File: config.mk
export PLATFORM = sky130hd
export DESIGN_NAME = control_carrera
export DESIGN_NICKNAME = d
export VERILOG_FILES = /design/src/rtl/control_carrera.sv
export SDC_FILE = /design/constraint.sdc
export NUM_CORES = 1
export LEC_CHECK = 0
export CORE_UTILIZATION = 38
export CTS_CLUSTER_DIAMETER = 120
export DETAILED_ROUTE_END_ITERATION = 12
export PLACE_DENSITY = 0.58
export SETUP_SLACK_MARGIN = 0.5
export SLEW_MARGIN = 40
export SYNTH_ARGS = -nofsm -noshare
export SYNTH_HDL_FRONTEND = slang
export SYNTH_SLANG_ARGS = --single-unit
File: constraint.sdc
create_clock -name clk -period 6.75 [get_ports clk]
set_clock_uncertainty 0.1 [all_clocks]
set_input_delay 1.35 -clock clk [delete_from_list [all_inputs] [get_ports clk]]
set_output_delay 1.35 -clock clk [all_outputs]
set_load 0.05 [all_outputs]
File: src/rtl/control_carrera.sv
// control_carrera: race-control FSM for the line-follower timing system.
//
// Conditions the raw finish-line sensor and the arm pushbutton (2-FF sync, debounce,
// rising-edge detect), drives reset_timer/enable_timer of the cronometro, enforces a
// post-start lockout so the robot body cannot re-trigger the line, aborts overlong runs
// and latches the final mm:ss read back from the cronometro.
//
// Ports:
//   clk           system clock, rising edge
//   rst_n         asynchronous active-low reset
//   sensor_meta   raw line sensor, asynchronous, 1 = robot over line
//   btn_armar     raw pushbutton, asynchronous, 1 = pressed
//   segundos      cronometro seconds (0..59)
//   minutos       cronometro minutes
//   reset_timer   to cronometro: hold count at 0:00
//   enable_timer  to cronometro: count enable
//   tiempo_seg    latched final seconds
//   tiempo_min    latched final minutes
//   tiempo_valido 1 = tiempo_* holds a completed run
//   estado        FSM state code (0 idle, 1 armed, 2 running, 3 finished, 4 timeout)

module control_carrera #(
  parameter int unsigned CLK_FREQ    = 25_000_000,
  parameter int unsigned DEBOUNCE_MS = 10,
  parameter int unsigned LOCKOUT_S   = 2,
  parameter int unsigned TIMEOUT_MIN = 9
) (
  input  logic       clk,
  input  logic       rst_n,
  input  logic       sensor_meta,
  input  logic       btn_armar,
  input  logic [5:0] segundos,
  input  logic [3:0] minutos,
  output logic       reset_timer,
  output logic       enable_timer,
  output logic [5:0] tiempo_seg,
  output logic [3:0] tiempo_min,
  output logic       tiempo_valido,
  output logic [2:0] estado
);

  // Debounce window must be at least one cycle.
  localparam int unsigned DbCyc = CLK_FREQ / 1000 * DEBOUNCE_MS;
  localparam int unsigned DbW   = (DbCyc > 1) ? $clog2(DbCyc + 1) : 1;
  localparam logic [DbW-1:0] DbLast = DbW'(DbCyc - 1);

  localparam int unsigned LkCyc = LOCKOUT_S * CLK_FREQ;
  localparam int unsigned LkW   = (LkCyc > 1) ? $clog2(LkCyc + 1) : 1;
  localparam logic [LkW-1:0] LkMax = LkW'(LkCyc);

  localparam logic [2:0] StIdle      = 3'd0;
  localparam logic [2:0] StArmado    = 3'd1;
  localparam logic [2:0] StCorriendo = 3'd2;
  localparam logic [2:0] StFin       = 3'd3;
  localparam logic [2:0] StTimeout   = 3'd4;

  // Conditioning lanes: index 0 = sensor, index 1 = button.
  localparam int unsigned NumIn = 2;
  localparam int unsigned InSen = 0;
  localparam int unsigned InBtn = 1;

  logic [NumIn-1:0] raw_in;
  logic [NumIn-1:0] sync1_q, sync2_q;
  logic [NumIn-1:0] db_q, db_d;
  logic [NumIn-1:0] prev_q;
  logic [NumIn-1:0] pulse;
  logic [DbW-1:0]   db_cnt_q [NumIn];
  logic [DbW-1:0]   db_cnt_d [NumIn];

  assign raw_in = {btn_armar, sensor_meta};

  // ---------------------------------------------------------------------------
  // Input conditioning
  // ---------------------------------------------------------------------------

  always_ff @(posedge clk or negedge rst_n) begin
    if (!rst_n) begin
      sync1_q <= '0;
      sync2_q <= '0;
    end else begin
      sync1_q <= raw_in;
      sync2_q <= sync1_q;
    end
  end

  // Debounced value follows the synced value only after DbCyc consecutive cycles of
  // disagreement; any re-agreement restarts the count.
  always_comb begin
    db_d = db_q;
    for (int i = 0; i < int'(NumIn); i++) begin
      db_cnt_d[i] = '0;
      if (sync2_q[i] != db_q[i]) begin
        if (db_cnt_q[i] == DbLast) begin
          db_d[i] = sync2_q[i];
        end else begin
          db_cnt_d[i] = db_cnt_q[i] + DbW'(1);
        end
      end
    end
  end

  always_ff @(posedge clk or negedge rst_n) begin
    if (!rst_n) begin
      db_q   <= '0;
      prev_q <= '0;
      for (int i = 0; i < int'(NumIn); i++) begin
        db_cnt_q[i] <= '0;
      end
    end else begin
      db_q   <= db_d;
      prev_q <= db_q;
      for (int i = 0; i < int'(NumIn); i++) begin
        db_cnt_q[i] <= db_cnt_d[i];
      end
    end
  end

  // One-cycle pulse on each 0->1 change of the debounced value.
  assign pulse = db_q & ~prev_q;

  logic sen_pulse, btn_pulse;
  assign sen_pulse = pulse[InSen];
  assign btn_pulse = pulse[InBtn];

  // ---------------------------------------------------------------------------
  // Race FSM
  // ---------------------------------------------------------------------------

  logic [2:0]     state_q, state_d;
  logic [LkW-1:0] lk_q, lk_d;
  logic           reset_timer_q, reset_timer_d;
  logic           enable_timer_q, enable_timer_d;
  logic [5:0]     tiempo_seg_q, tiempo_seg_d;
  logic [3:0]     tiempo_min_q, tiempo_min_d;
  logic           tiempo_valido_q, tiempo_valido_d;
  logic           lockout_done;
  logic           timeout_hit;

  assign lockout_done = (lk_q == LkMax);
  assign timeout_hit  = (32'(minutos) >= TIMEOUT_MIN);

  // Priority: button > sensor > timeout.
  always_comb begin
    state_d = state_q;
    case (state_q)
      StIdle: begin
        if (btn_pulse) state_d = StArmado;
      end
      StArmado: begin
        if (sen_pulse) state_d = StCorriendo;
      end
      StCorriendo: begin
        if (btn_pulse) begin
          state_d = StArmado;
        end else if (sen_pulse && lockout_done) begin
          state_d = StFin;
        end else if (timeout_hit) begin
          state_d = StTimeout;
        end
      end
      StFin, StTimeout: begin
        if (btn_pulse) state_d = StArmado;
      end
      default: state_d = StIdle;
    endcase
  end

  // Lockout counter restarts on every entry to the running state and saturates.
  always_comb begin
    lk_d = lk_q;
    if (state_d == StCorriendo) begin
      if (state_q != StCorriendo) begin
        lk_d = '0;
      end else if (!lockout_done) begin
        lk_d = lk_q + LkW'(1);
      end
    end
  end

  // Outputs are derived from the next state so they change on the transition edge.
  always_comb begin
    reset_timer_d   = (state_d == StIdle) || (state_d == StArmado);
    enable_timer_d  = (state_d == StCorriendo);
    tiempo_seg_d    = tiempo_seg_q;
    tiempo_min_d    = tiempo_min_q;
    tiempo_valido_d = tiempo_valido_q;
    if (state_d == StArmado) begin
      tiempo_seg_d    = '0;
      tiempo_min_d    = '0;
      tiempo_valido_d = 1'b0;
    end else if ((state_q == StCorriendo) && (state_d == StFin)) begin
      tiempo_seg_d    = segundos;
      tiempo_min_d    = minutos;
      tiempo_valido_d = 1'b1;
    end else if (state_d == StTimeout) begin
      tiempo_valido_d = 1'b0;
    end
  end

  always_ff @(posedge clk or negedge rst_n) begin
    if (!rst_n) begin
      state_q         <= StIdle;
      lk_q            <= '0;
      reset_timer_q   <= 1'b1;
      enable_timer_q  <= 1'b0;
      tiempo_seg_q    <= '0;
      tiempo_min_q    <= '0;
      tiempo_valido_q <= 1'b0;
    end else begin
      state_q         <= state_d;
      lk_q            <= lk_d;
      reset_timer_q   <= reset_timer_d;
      enable_timer_q  <= enable_timer_d;
      tiempo_seg_q    <= tiempo_seg_d;
      tiempo_min_q    <= tiempo_min_d;
      tiempo_valido_q <= tiempo_valido_d;
    end
  end

  assign estado        = state_q;
  assign reset_timer   = reset_timer_q;
  assign enable_timer  = enable_timer_q;
  assign tiempo_seg    = tiempo_seg_q;
  assign tiempo_min    = tiempo_min_q;
  assign tiempo_valido = tiempo_valido_q;

endmodule

==> flow_metrics.py <==
metrics = {
    "clock_tree": {
        "htree_num_levels": 3,
        "clk_latency_ns": 0.33,
        "clockBufferDepth": 2,
        "hold_buffers": 0,
        "cts_resized": 0,
        "post-cts-setup-buffers": 0,
        "clkTransAtPathRegs_ns": 0.06,
        "clock_sinks": 86,
        "cts_buffers": 9,
        "cts_tree": "done",
        "cts_root_buf": "clkbuf_16",
    },
    "die": {
        "chipHeight_um": 110,
        "core_area_um2": 11400,
        "start_util_pct": 39.1,
        "dieArea_um2": 12200,
        "fp-row-count": 39,
        "die_w_um": 110,
        "io_pins": 30,
    },
    "power": {
        "switching_share_pct": 23.5,
        "p_sw_w": 0.000242,
        "pwr-share-seq_pct": 51.0,
        "p_per_area_nw_per_um2": 202,
        "p_clk_share_pct": 44.7,
        "peakVddDrop_mv": 0.160,
        "power.internal_w": 0.000790,
        "leakage_nw": 2.08,
        "combPwrFrac_pct": 4.3,
    },
    "sta": {
        "period_needed_ns": 3.43,
        "relSlewSlack_pct": 56.6,
        "setup_violations": 0,
        "slew_viol_final": 0,
        "final.period_utilization_pct": 50.8,
        "hold_viol": 0,
        "fmax_mhz": 292,
        "rsz0062_at_grt": "no",
        "tns_ns": 0,
        "setup_slack_ns": 3.32,
        "tightest_slew_ns": 0.650,
    },
    "detailed_routing": {
        "vias": 3461,
        "wl_um": 9190,
        "ant_nets": 0,
        "drt_iter0_drc": 286,
        "dr.pass1.iters": 4,
        "drc": 0,
        "wl_per_cell_um": 14.7,
        "viasPerCell": 5.52,
    },
    "worst_setup_path": {
        "cpPeakStageDelay_ns": 0.51,
        "crit_arrival_ns": 3.58,
        "endpoint_kind": "flip-flop",
        "path_class": "in -> reg",
        "cp_cell_sequence": "clkdlybuf4s50_1 -> o31ai_1 -> nand2b_1 -> a31oi_1 -> o22a_1 -> buf_4 -> or4_1 -> a21oi_1",
        "cp-start-kind": "input port",
        "required_ns": 6.90,
        "path_max_fanout": 41,
        "startpoint": "minutos[2]",
        "r2r_start": "estado[1]",
        "cpMaxStageDelayCell": "or4_1",
    },
    "grt": {
        "grt_usage_pct": 16.3,
        "grt_antenna_before_repair": 0,
        "grt_overflow_total": 0,
        "grt_start_max_net_pins": 63,
        "grt_pass1_wl_um": 15600,
        "grt_pass1_vias": 3266,
    },
    "place": {
        "gp_congestion": 0.784,
        "dp_hpwl_um": 6110,
        "io_buffers": 29,
        "pre_cts_ws_ns": 3.01,
    },
    "synthesis": {
        "yosysWarnings": 0,
        "syn_area_um2": 4460,
        "synth-edff-count": 0,
        "synth_seq_cells": 86,
        "avgSynthCellArea_um2": 9.68,
        "netlist_instances": 461,
        "yosysSeqAreaShare_pct": 48.2,
        "synth_nets": 479,
        "synth-main-ff-cell": "dfrtp_1",
        "yosysUniqueCellTypes": 54,
        "async_flop_share_pct": 100,
    },
    "final_layout": {
        "seq_area_um2": 2150,
        "antennaDiodeCount": 0,
        "final_layout_size_suffix_gt1_share_pct": 6.40,
        "fillers": 1112,
        "area_delta_synth_final_pct": 14.6,
        "final_net_count": 497,
        "final_core_util_pct": 44.8,
        "multiInputGateArea_um2": 2180,
    },
    "status": {
        "status": "finished, final reports clean",
    },
    "run": {
        "maxCapViolCount": 0,
    },
    "min_path": {
        "min-delay-start": "sync1_q[0]",
        "hp-class": "reg -> reg",
    },
}
flip-flops by register name, summed over array words and instances, names as in the netlist:
name           count
db_q               2
enable_timer       1
sync1_q            2
tiempo_min         4
reset_timer        1
prev_q             2
sync2_q            2
tiempo_seg         6
lk_q              26
estado             3
tiempo_valido      1
db_cnt_q          36
cells in the mapped netlist (3+ instances only):
cell / n / area [µm²]
dfrtp_1: 85 / 2130
nor2_1: 65 / 244
nand2_1: 36 / 135
nand3_1: 23 / 115
xnor2_1: 22 / 193
a21oi_1: 16 / 80.1
nand4_1: 16 / 100
clkbuf_1: 15 / 56.3
mux2i_1: 15 / 150
o31ai_1: 15 / 113
or4_1: 14 / 105
xor2_1: 12 / 105
and3_1: 11 / 68.8
nor4_1: 10 / 62.6
nand2b_1: 9 / 56.3
nor3_1: 9 / 45.0
nor4b_1: 8 / 70.1
inv_1: 7 / 26.3
and2_1: 6 / 37.5
and4_1: 5 / 43.8
buf_2: 4 / 20.0
ha_1: 4 / 50.1
mux2_2: 4 / 45.0
nor2b_1: 4 / 25.0
nor3b_1: 4 / 30.0
o21ai_0: 4 / 20.0
buf_1: 3 / 11.3
nand3b_1: 3 / 22.5
placed cells by master, fill, tap and decap left out, types with 8 or more instances in the layout:
cell type	count
and3_1	11
nor2_1	65
xnor2_1	22
xor2_1	12
nor4_1	10
a21oi_1	16
or4_1	14
clkdlybuf4s50_1	28
dfrtp_1	85
nand2b_1	9
nor3_1	9
nor4b_1	8
mux2i_1	15
nand4_1	16
nand2_1	36
clkbuf_16	9
o31ai_1	15
nand3_1	23
through the flow:
stage	total power [W]	cells	area, µm²	hold WS (ns)
2_1_floorplan	0.000555	461	4460	0.231
6_report	0.00103	627	5120	0.248
3_3_place_gp	0.000581	611	4840	0.240
4_1_cts	0.00105	627	5110	0.250
5_1_grt	0.00107	627	5120	0.254
3_5_place_dp	0.000581	611	4840	0.235
power groups by stage:
| stage | Clock [W] | Sequential [W] | Combinational (W) |
|---|---|---|---|
| global route | 0.000495 | 0.000527 | 0.0000507 |
| detailed placement | 0 | 0.000536 | 0.0000458 |
| CTS | 0.000478 | 0.000526 | 0.0000460 |
| global placement | 0 | 0.000535 | 0.0000451 |
| floorplan | 0 | 0.000544 | 0.0000112 |
| finish | 0.000461 | 0.000526 | 0.0000449 |
final timing paths:
check	endpoint	slack (ns)	depth (start not counted)
worst max-delay path	lk_q[20]	3.32	8
worst min-delay path	sync2_q[0]	0.25	0
worst max register to register	lk_q[20]	3.85	6
worst min register to register	sync2_q[0]	0.25	0
max in group asynchronous	db_cnt_q[29]	4.90	2
min in group asynchronous	lk_q[13]	0.81	1
worst max-delay path, delay by kind of cell:
kind | cells | cell delay (ns)
simple gates | 2 | 0.67
compound gates | 4 | 0.88
buf+inv | 2 | 0.68
cell type report:
type                    count  share of cell area, %
well taps                 143                   3.50
clock buffers              10                   4.48
multi-input cells         344                   42.6
flip-flops and latches     86                   42.1
repair buffers             31                   5.99
clock inverters             6                  0.880
inverters                   7                  0.514
cells by family after synthesis:
group,Yosys count,share of synthesized area (%)
AOI/OAI and AO/OA,52,7.93
xor gates and xnor gates,34,6.67
adders and majority gates,4,1.12
buffers and inverters,31,2.97
DFF,86,48.2
muxes,19,4.37
and+or+nand+nor,235,28.7
metal layers:
layer | global-route usage, % | part of all wire (%) | vias up
met4 | 4.61 | 0.99 | 0
li1 | - | - | 1700
met3 | 3.82 | 3.4 | 11
met2 | 25.0 | 47 | 47
met1 | 22.9 | 49 | 1703
met5 | 0 | 0 | -
Note: power is estimated with default switching activity, not from simulation.
